<file path="src/rtl/hwpe_ctrl_regfile_mbist_wrap.sv">
// Regfile (latch- or FF-style) with an embedded March C- BIST engine sharing its single port.
// Latency: reads return data the cycle after a granted read; a march takes 10*NumWords+1 cycles.
// Backpressure: gnt_o is held low for functional requests while the engine owns the array.
module hwpe_ctrl_regfile_mbist_wrap #(
  parameter int RegfileScm = 1,
  parameter int AddrWidth  = 5,
  parameter int DataWidth  = 32,
  parameter int NumWords   = 32,
  parameter int CntWidth   = 8
) (
  input  logic                                clk_i,
  input  logic                                rst_ni,
  input  logic                                clear_i,
  input  logic                                req_i,
  output logic                                gnt_o,
  input  logic                                wen_i,
  input  logic [AddrWidth-1:0]                addr_i,
  input  logic [DataWidth-1:0]                wdata_i,
  input  logic [DataWidth/8-1:0]              be_i,
  output logic [DataWidth-1:0]                rdata_o,
  output logic [(2**AddrWidth)*DataWidth-1:0] mem_content_o,
  input  logic                                bist_start_i,
  output logic                                bist_busy_o,
  output logic                                bist_done_o,
  output logic                                bist_fail_o,
  output logic [AddrWidth-1:0]                bist_fail_addr_o,
  output logic [CntWidth-1:0]                 bist_err_cnt_o
);

  localparam int NumRows = 2**AddrWidth;
  localparam int NumBe   = DataWidth/8;
  localparam logic [AddrWidth-1:0] LastAddr = AddrWidth'(NumWords-1);

  typedef enum logic [3:0] {
    IDLE, W0, UR0W1, UR1W0, DR0W1, DR1W0, R0, DRAIN, DONE
  } state_t;

  state_t                 state_q, state_d;
  logic [AddrWidth-1:0]   addr_q, addr_d;
  logic                   phase_q, phase_d;

  // element descriptor decoded from the current state
  logic                   elem_act, elem_rd, elem_exp, elem_wr, elem_wval, elem_dn;
  state_t                 elem_nxt;
  logic [AddrWidth-1:0]   elem_start;
  logic                   elem_last;

  logic                   eng_re, eng_we, busy, start_acc;

  logic                   cmp_vld_q, cmp_exp_q;
  logic [AddrWidth-1:0]   cmp_addr_q;
  logic                   done_q, fail_q;
  logic [AddrWidth-1:0]   fail_addr_q;
  logic [CntWidth-1:0]    err_cnt_q;

  logic [NumRows*DataWidth-1:0] mem_q;
  logic [DataWidth-1:0]   rdata_q;

  logic                   mem_we, mem_re;
  logic [AddrWidth-1:0]   mem_addr;
  logic [DataWidth-1:0]   mem_wdata;
  logic [NumBe-1:0]       mem_be;

  assign busy      = (state_q != IDLE) && (state_q != DONE);
  assign start_acc = bist_start_i && !busy && !clear_i;

  // State, address counter and read/write phase of two-cycle elements
  always_ff @(posedge clk_i or negedge rst_ni) begin
    if (!rst_ni) begin
      state_q <= IDLE;
      addr_q  <= '0;
      phase_q <= 1'b0;
    end else begin
      state_q <= state_d;
      addr_q  <= addr_d;
      phase_q <= phase_d;
    end
  end

  // March sequencing: decode the element, issue its read/write, advance address or element
  always_comb begin
    state_d    = state_q;
    addr_d     = addr_q;
    phase_d    = phase_q;
    eng_re     = 1'b0;
    eng_we     = 1'b0;
    elem_act   = 1'b0;
    elem_rd    = 1'b0;
    elem_exp   = 1'b0;
    elem_wr    = 1'b0;
    elem_wval  = 1'b0;
    elem_dn    = 1'b0;
    elem_nxt   = IDLE;
    elem_start = '0;
    case (state_q)
      W0:    begin elem_act = 1'b1; elem_wr = 1'b1; elem_nxt = UR0W1; end
      UR0W1: begin elem_act = 1'b1; elem_rd = 1'b1; elem_wr = 1'b1; elem_wval = 1'b1;
                   elem_nxt = UR1W0; end
      UR1W0: begin elem_act = 1'b1; elem_rd = 1'b1; elem_exp = 1'b1; elem_wr = 1'b1;
                   elem_nxt = DR0W1; elem_start = LastAddr; end
      DR0W1: begin elem_act = 1'b1; elem_rd = 1'b1; elem_wr = 1'b1; elem_wval = 1'b1;
                   elem_dn = 1'b1; elem_nxt = DR1W0; elem_start = LastAddr; end
      DR1W0: begin elem_act = 1'b1; elem_rd = 1'b1; elem_exp = 1'b1; elem_wr = 1'b1;
                   elem_dn = 1'b1; elem_nxt = R0; end
      R0:    begin elem_act = 1'b1; elem_rd = 1'b1; elem_nxt = DRAIN; end
      DRAIN: state_d = DONE;
      default: begin
        if (bist_start_i) begin
          state_d = W0;
          addr_d  = '0;
          phase_d = 1'b0;
        end
      end
    endcase
    elem_last = elem_dn ? (addr_q == '0) : (addr_q == LastAddr);
    if (elem_act) begin
      if (elem_rd && elem_wr && !phase_q) begin
        eng_re  = 1'b1;
        phase_d = 1'b1;
      end else begin
        eng_re  = elem_rd && !elem_wr;
        eng_we  = elem_wr;
        phase_d = 1'b0;
        if (elem_last) begin
          state_d = elem_nxt;
          addr_d  = elem_start;
        end else begin
          addr_d  = elem_dn ? addr_q - 1'b1 : addr_q + 1'b1;
        end
      end
    end
    if (clear_i) begin
      state_d = IDLE;
      addr_d  = '0;
      phase_d = 1'b0;
    end
  end

  // Port arbitration: the engine owns address/data whenever it is busy
  assign gnt_o     = req_i && !busy;
  assign mem_we    = eng_we || (gnt_o && wen_i);
  assign mem_re    = eng_re || (gnt_o && !wen_i);
  assign mem_addr  = busy ? addr_q : addr_i;
  assign mem_wdata = busy ? {DataWidth{elem_wval}} : wdata_i;
  assign mem_be    = busy ? {NumBe{1'b1}} : be_i;

  generate
    if (RegfileScm != 0) begin : g_scm
      logic [NumRows*NumBe-1:0] gate_en;
      // Per row/byte write gates decoded up front, as the latch array's clock gates would be
      always_comb begin
        gate_en = '0;
        for (int r = 0; r < NumRows; r++)
          for (int b = 0; b < NumBe; b++)
            gate_en[r*NumBe+b] = mem_we && (mem_addr == AddrWidth'(r)) && mem_be[b];
      end
      // Storage array update through the gated byte lanes
      always_ff @(posedge clk_i or negedge rst_ni) begin
        if (!rst_ni) begin
          mem_q <= '0;
        end else if (clear_i) begin
          mem_q <= '0;
        end else begin
          for (int i = 0; i < NumRows*NumBe; i++)
            if (gate_en[i]) mem_q[i*8 +: 8] <= mem_wdata[(i%NumBe)*8 +: 8];
        end
      end
    end else begin : g_ff
      // Storage array update with byte-enabled writes decoded in place
      always_ff @(posedge clk_i or negedge rst_ni) begin
        if (!rst_ni) begin
          mem_q <= '0;
        end else if (clear_i) begin
          mem_q <= '0;
        end else if (mem_we) begin
          for (int b = 0; b < NumBe; b++)
            if (mem_be[b]) mem_q[int'(mem_addr)*DataWidth + b*8 +: 8] <= mem_wdata[b*8 +: 8];
        end
      end
    end
  endgenerate

  // Registered read port shared by functional reads and engine compares
  always_ff @(posedge clk_i or negedge rst_ni) begin
    if (!rst_ni) begin
      rdata_q <= '0;
    end else if (clear_i) begin
      rdata_q <= '0;
    end else if (mem_re) begin
      rdata_q <= mem_q[int'(mem_addr)*DataWidth +: DataWidth];
    end
  end

  // Expected value and address travel one stage alongside the read
  always_ff @(posedge clk_i or negedge rst_ni) begin
    if (!rst_ni) begin
      cmp_vld_q  <= 1'b0;
      cmp_exp_q  <= 1'b0;
      cmp_addr_q <= '0;
    end else begin
      cmp_vld_q  <= eng_re && !clear_i;
      cmp_exp_q  <= elem_exp;
      cmp_addr_q <= addr_q;
    end
  end

  // Sticky status: zeroed by start or clear, updated by the compare stage
  always_ff @(posedge clk_i or negedge rst_ni) begin
    if (!rst_ni) begin
      done_q      <= 1'b0;
      fail_q      <= 1'b0;
      fail_addr_q <= '0;
      err_cnt_q   <= '0;
    end else if (clear_i || start_acc) begin
      done_q      <= 1'b0;
      fail_q      <= 1'b0;
      fail_addr_q <= '0;
      err_cnt_q   <= '0;
    end else begin
      if (state_q == DRAIN) done_q <= 1'b1;
      if (cmp_vld_q && (rdata_q != {DataWidth{cmp_exp_q}})) begin
        fail_q <= 1'b1;
        if (!fail_q) fail_addr_q <= cmp_addr_q;
        if (err_cnt_q != {CntWidth{1'b1}}) err_cnt_q <= err_cnt_q + CntWidth'(1);
      end
    end
  end

  assign rdata_o          = rdata_q;
  assign mem_content_o    = mem_q;
  assign bist_busy_o      = busy;
  assign bist_done_o      = done_q;
  assign bist_fail_o      = fail_q;
  assign bist_fail_addr_o = fail_addr_q;
  assign bist_err_cnt_o   = err_cnt_q;

endmodule

</file>
<file path="config.mk">
export PLATFORM = sky130hd
export DESIGN_NAME = hwpe_ctrl_regfile_mbist_wrap
export DESIGN_NICKNAME = d
export VERILOG_FILES = /design/src/rtl/hwpe_ctrl_regfile_mbist_wrap.sv
export SDC_FILE = /design/constraint.sdc
export NUM_CORES = 2
export LEC_CHECK = 0
export BUFFER_PORTS_ARGS = -buffer_cell sky130_fd_sc_hd__buf_2
export CORE_AREA = 10 10 429 431
export CTS_CLUSTER_SIZE = 30
export DETAILED_ROUTE_END_ITERATION = 16
export DIE_AREA = 0 0 439 441
export GPL_TIMING_DRIVEN = 0
export HOLD_SLACK_MARGIN = 0.15
export PLACE_DENSITY = 0.51
export SLEW_MARGIN = 20
export SYNTH_ARGS = -nofsm -noshare
export SYNTH_HDL_FRONTEND = slang
export SYNTH_SLANG_ARGS = --single-unit
</file>
<file path="constraint.sdc">
create_clock -name clk_i -period 3.7 [get_ports clk_i]
set_input_delay 0.185 -clock clk_i [delete_from_list [all_inputs] [get_ports clk_i]]
set_output_delay 0.185 -clock clk_i [all_outputs]
set_load 0.05 [all_outputs]
</file>
# Word level (Yosys, flattened, before mapping)
# Index checks and enable logic that the tools add are counted.
dict set report classes {
  n_addsub 3
  reduce_logical 326
  shift 1
  n_mux 175
  eq_ne 44
}
# cell count
set op_table {}
lappend op_table {{two-way mux 8 bit} 131}
lappend op_table {{two-way mux 1024 bit} 1}
lappend op_table {{indexed part select 1024 x 11 -> 32 bit} 1}
lappend op_table {{nonzero test 2 bit} 132}
lappend op_table {{logical AND 1 bit} 171}
lappend op_table {{two-way mux 32 bit} 3}
lappend op_table {{equality test 5 bit, second input constant} 17}
lappend op_table {{two-way mux 5 bit} 12}
lappend op_table {{equality test 5 x 4 -> 1 bit, second input constant} 8}
lappend op_table {{inequality test 32 bit} 1}
lappend op_table {{two-way mux 4 bit} 6}
lappend op_table {{equality test 5 x 3 -> 1 bit, second input constant} 4}
lappend op_table {{two-way mux 1 bit} 20}
lappend op_table {{case mux 3 bit (6 select lines)} 1}
lappend op_table {{equality test 4 x 3 -> 1 bit, second input constant} 4}
lappend op_table {{equality test 5 x 2 -> 1 bit, second input constant} 2}
lappend op_table {{logical NOT 5 bit} 2}
lappend op_table {{OR reduction 5 bit} 2}
lappend op_table {{adder 8 x 1 -> 8 bit, second input constant} 1}
lappend op_table {{equality test 4 x 2 -> 1 bit, second input constant} 2}
lappend op_table {{inequality test 8 bit, second input constant} 1}
lappend op_table {{case mux 4 bit (2 select lines)} 1}
lappend op_table {{OR reduction 2 bit} 4}
lappend op_table {{OR reduction 7 bit} 1}
lappend op_table {{13 further kinds} 21}
dict set report totals {
  output_inout_bits 1073
  regBits 1088
  wordCells 688
}

# Depth between registers and ports, before layout
dict set report depth {
  depth_word 12
  mapped_depth 12
  ltp_nobuf 9
}

# Worst setup path before layout
# No wires, ideal clock.
dict set report synth_timing {
  path_type {register to register}
  startpoint {reg state_q[1]}
  endpoint {reg mem_q[909], in the netlist mem_content_o[909]}
  stages_incl_launch_ff 13
  synth_period_minus_slack_ns 2.810
  setup_slack_ns 0.890
  setup_time_ns 0.133
  required_time_ns 3.567
  arrival_ns 2.677
  cell_sequence {dfrtp_1 -> buf_6 -> nor3_4 -> nand2_1 -> inv_1 -> a22oi_1 -> buf_2 -> buf_2 -> or4_1 -> clkbuf_1 -> clkbuf_1 -> nand3_1 -> o21ai_0}
}
# item line_no
set synth_lines {}
lappend synth_lines {{from (decl)} 38} ;# state_t state_q, state_d;
lappend synth_lines {{from (signal assigned)} 74} ;# state_q <= state_d;
lappend synth_lines {{inequality test 4 bit / nonzero test 4 bit (equally long branches)} 64} ;# assign busy = (state_q != IDLE) && (state_q != DONE);
lappend synth_lines {{logical AND 1 bit *} 64}
lappend synth_lines {{logical NOT 1 bit *} 140} ;# assign gnt_o = req_i && !busy;
lappend synth_lines {{logical AND 1 bit *} 140}
lappend synth_lines {{via gnt_o} 15} ;# output logic gnt_o,
lappend synth_lines {{logical AND 1 bit *} 141} ;# assign mem_we = eng_we || (gnt_o && wen_i);
lappend synth_lines {{logical OR 1 bit *} 141}
lappend synth_lines {{logical AND 1 bit * (2 in series)} 155} ;# gate_en[r*NumBe+b] = mem_we && (mem_addr == AddrWidth'(r)) && mem_be[b];
lappend synth_lines {{nonzero test 2 bit (no source line) *} n/a}
lappend synth_lines {{to (signal, indexed assignment)} 165} ;# if (gate_en[i]) mem_q[i*8 +: 8] <= mem_wdata[(i%NumBe)*8 +: 8];
lappend synth_lines {{to (decl)} 56} ;# logic [NumRows*DataWidth-1:0] mem_q;
# The timed path passes the listed nets; every way through them passes the cells marked *. The select of a mux whose other input is x is not followed.
# A chain may end at the register's enable or synchronous reset.

# Final worst setup path
dict set report layout_timing {
  startpoint {reg state_q[1]}
  endpoint {reg rdata_q[17], in the netlist rdata_o[17]}
}
dict set report layout_via {
  elab_chain_len 9
}
# item line_no
set layout_lines {}
lappend layout_lines {{branches (longest 9 deep; another with indexed part select 1024 x 11 -> 32 bit)} n/a}
lappend layout_lines {{to (signal assigned)} 190} ;# rdata_q <= mem_q[int'(mem_addr)*DataWidth +: DataWidth];
lappend layout_lines {{to (decl)} 57} ;# logic [DataWidth-1:0] rdata_q;
# Parallel ways; which one is timed is not known. The select of a mux whose other input is x is not followed.

==> reports/qor.yml <==
critical_path:
  r2r_start: "state_q[1]"
  crit_fanout: 10
  start_kind: "flop"
  crit_required_ns: 4.46
  r2r-end: "rdata_o[17]"
  cp_data_arrival_time_ns: 4.60
  rrSetupSlack_ns: -0.15
  r2r_cells: 10
  critical_path_class: "reg2reg"
  end_kind: "flop"
yosys:
  synthAdderAreaFrac_pct: 0.1702
  ys_warn_count: 0
  ys.flop_type: "dfrtp_1"
  synth.area.mux_share_pct: 6.829
  synth_xor_area_share_pct: 0.06441
  synth_top_family_by_area: "compound AO/OA/AOI/OAI gates"
  synth_compound_area_share_pct: 18.88
  synth_edf_count: 0
  synth-seq-cells: 1088
  syn-mean-instance-area_um2: 9.170
  async_reset_ff_share_pct: 100.0
  syn_inst: 5932
  synthSimpleGateAreaFrac_pct: 18.61
  syn_nets: 5985
  yosysSeqAreaShare_pct: 50.05
  synthesis.area_mm2: 0.05439
  ys_types: 77
worst_hold_path:
  worstHoldStart: "wdata_i[24]"
  min_path_type: "in2reg"
  min_path_cells: 3
  min_to: "mem_content_o[440]"
power:
  power_density_mw_per_mm2: 438.2
  peakVddDrop_mv: 0.5137
  power_mw: 30.30
  p_leak_nw: 31.20
clocking:
  cts_tree: "done"
  cts_inserted_buffers: 136
  htreeDepth: 4
  cts.clk_slew.worst_paths_ns: 0.06
  cts_max_path_buffers: 3
  clockRootBuffer: "clkbuf_16"
  clock_sinks: 1088
  clk_latency_ns: 0.83
placed_design:
  placed_area_mm2: 0.06346
  io_buffers: 1112
  gp_congestion: 1.021
  hpwlAfterDp_mm: 323.3
die:
  start_util_pct: 31.02
  core_mm2: 0.1753
  die-area_mm2: 0.1936
  rows: 154
  die_h_um: 441
  die_w_um: 439
  top_level_ports: 1120
sta:
  hold_viol_final: 0
  maxSlewViolCount: 0
  setup_tns_ns: -1.092
  min_period_ns: 3.847
  period_share_pct: 104.0
  setup_violations: 28
  slew-limit-headroom_pct: 9.907
  fmax_mhz: 259.9
  tightestPinTransition_ns: 1.346
  fin_skew_ns: 0.02544
  rsz0062_at_grt: "true"
  fin_ws_ns: -0.1474
layout:
  seqCellArea_mm2: 0.02723
  multi_input_area_mm2: 0.02491
  fin_area_mm2: 0.06914
  layout-drive-gt1-share_pct: 23.41
  fillers: 18140
  nNetsFinal: 7297
  synthToLayoutAreaGrowth_pct: 27.12
routing:
  drtPass1Iterations: 6
  wl_mm: 398.4
  vias: 60250
  drtIter0Drc: 7579
  drc: 0
  drtAntennaViolNets: 0
  vias_per_cell: 6.209
  wl_per_cell_um: 41.06
grt:
  grt_pass1_vias: 57570
  grt_overflow: 0
  grt_usage_pct: 39.50
  grt_start_max_net_pins: 126
  antenna_found_initial: 32
  grt_pass1_wl_mm: 526.7
flow_run:
  maxCapViolCount: 0
run_status:
  failed_checks: "negative setup slack"
  outcome: "finished with violations"
state kept, by name, indices dropped and copies added, names as in the netlist:
name and flops:
addr_q 5, bist_done_o 1, bist_err_cnt_o 8, bist_fail_addr_o 5
bist_fail_o 1, cmp_addr_q 5, cmp_exp_q 1, cmp_vld_q 1
mem_content_o 1024, phase_q 1, rdata_o 32, state_q 4
cell usage in the layout (no fill, tap or decap), types with 34 or more instances in the layout:
cell	synthesis	final
nand3_1	1287	1287
buf_2	132	1232
o21ai_0	1139	1135
dfrtp_1	1088	1088
clkbuf_1	499	473
nand2_1	383	381
mux2i_1	307	303
a21oi_1	204	198
clkbuf_16	0	142
a32oi_1	126	119
nor2_1	87	86
or4_1	74	74
a2111o_1	65	63
clkbuf_2	4	57
mux2_2	47	46
buf_4	10	40
dlygate4sd3_1	0	36
nand4_1	34	34
per-stage QoR:
| step | utilization, % | cells | hold WS (ns) | worst slack, ns |
|---|---|---|---|---|
| after floorplan | - | 5932 | -0.1106 | 0.8903 |
| after global placement | 35.87 | 9384 | 0.4621 | -23.03 |
| after detailed placement | 36.19 | 9408 | -0.007695 | -1.469 |
| after CTS | 39.33 | 9687 | 0.1609 | -0.003082 |
| after global routing | 39.42 | 9694 | 0.2238 | -0.008064 |
| final | 39.43 | 9703 | 0.2237 | -0.1474 |
routing by layer:
layer / track usage (%) / share of wire (%) / wire length, µm
met1: 44.19 / 35 / 139400
met2: 62.96 / 45 / 181200
met3: 11.31 / 9.7 / 38610
met4: 31.50 / 9.8 / 39000
met5: 0 / 0.053 / 210
report_power, final:
part           total, mW  switching, mW  internal (mW)
Clock               13.7           5.81           7.93
Sequential          12.1          0.143           12.0
Combinational       4.42           3.57          0.852
Total               30.3           9.52           20.8
critical path, cell delays in order, from the launching register on:
cell,delay [ns]
dfrtp_1,0.37
buf_6,0.15
or4b_1,0.48
buf_2,0.29
nand2_1,0.32
buf_4,0.33
buf_4,0.35
buf_4,0.31
nand2_1,0.36
o211ai_1,0.54
a221o_1,0.23
area by class of cell:
| type | count | share of cell area (%) |
|---|---|---|
| Multi-Input combinational cell | 4131 | 36.02 |
| Clock buffer | 203 | 5.760 |
| Antenna cell | 17 | 0.06153 |
| Inverter | 10 | 0.05429 |
| Timing Repair Buffer | 1181 | 9.359 |
| Clock inverter | 37 | 0.6261 |
| Sequential cell | 1088 | 39.38 |
| Buffer | 696 | 4.509 |
| Tap cell | 2340 | 4.234 |
cell families (layout without fill, tap and decap cells):
logic type	after synthesis	after routing
flip-flops	1088	1088
other	0	17
multiplexers	359	359
AO/OA/AOI/OAI	1741	1741
buffers and inverters	713	2127
adder cells (fa/ha/maj)	7	7
XOR/XNOR	4	4
AND/OR/NAND/NOR	2020	2020
how the worst max path moves through the flow:
stage / startpoint / end / slack [ns] / depth (start not counted)
global placement: rst_ni / mem_content_o[579] / -23.03 / 1
finish: state_q[1] / rdata_o[17] / -0.15 / 10
floorplan: state_q[1] / mem_content_o[909] / 0.89 / 12
global route: addr_q[1] / rdata_o[0] / -0.008 / 9
CTS: state_q[0] / rdata_o[16] / -0.003 / 11
detailed placement: addr_q[1] / rdata_o[16] / -1.47 / 9
what timing repair did:
action | in CTS | in global routing
setup endpoints to repair | 762 | 205
hold buffers | 36 | 0
hold endpoints to repair | 575 | 0
resized for setup | 168 | 56
pin swaps | 16 | 8
setup buffers | 8 | 0
synth_stat cells (5+ instances only):
| cell | instances | area (µm²) |
|---|---|---|
| or4_1 | 74 | 555.5 |
| buf_6 | 5 | 56.30 |
| dfrtp_1 | 1088 | 27230 |
| nand4_1 | 34 | 212.7 |
| inv_1 | 9 | 33.78 |
| ha_1 | 5 | 62.56 |
| mux2_2 | 47 | 529.3 |
| mux2i_1 | 307 | 3073 |
| buf_4 | 10 | 75.07 |
| buf_2 | 132 | 660.6 |
| o21ai_1 | 27 | 135.1 |
| nor2b_1 | 11 | 68.82 |
| and4_1 | 31 | 271.5 |
| a2111oi_0 | 8 | 70.07 |
| o21ai_0 | 1139 | 5700 |
| or3_1 | 9 | 56.30 |
| nor2_1 | 87 | 326.6 |
| nand2_1 | 383 | 1438 |
| nand3_1 | 1287 | 6441 |
| a31oi_1 | 23 | 143.9 |
| a2111o_1 | 65 | 732.0 |
| a311o_1 | 26 | 260.3 |
| o2bb2ai_1 | 26 | 227.7 |
| o31ai_1 | 6 | 45.04 |
| buf_1 | 52 | 195.2 |
| clkbuf_1 | 499 | 1873 |
| nand2b_1 | 6 | 37.54 |
| o22ai_1 | 14 | 87.58 |
| a221o_1 | 32 | 320.3 |
| nor3_1 | 12 | 60.06 |
| mux4_2 | 5 | 112.6 |
| a32oi_1 | 126 | 1104 |
| and3_1 | 11 | 68.82 |
| nand3b_1 | 17 | 127.6 |
| nor4_1 | 34 | 212.7 |
| a21oi_1 | 204 | 1021 |
Note: power is estimated with default switching activity, not from simulation.
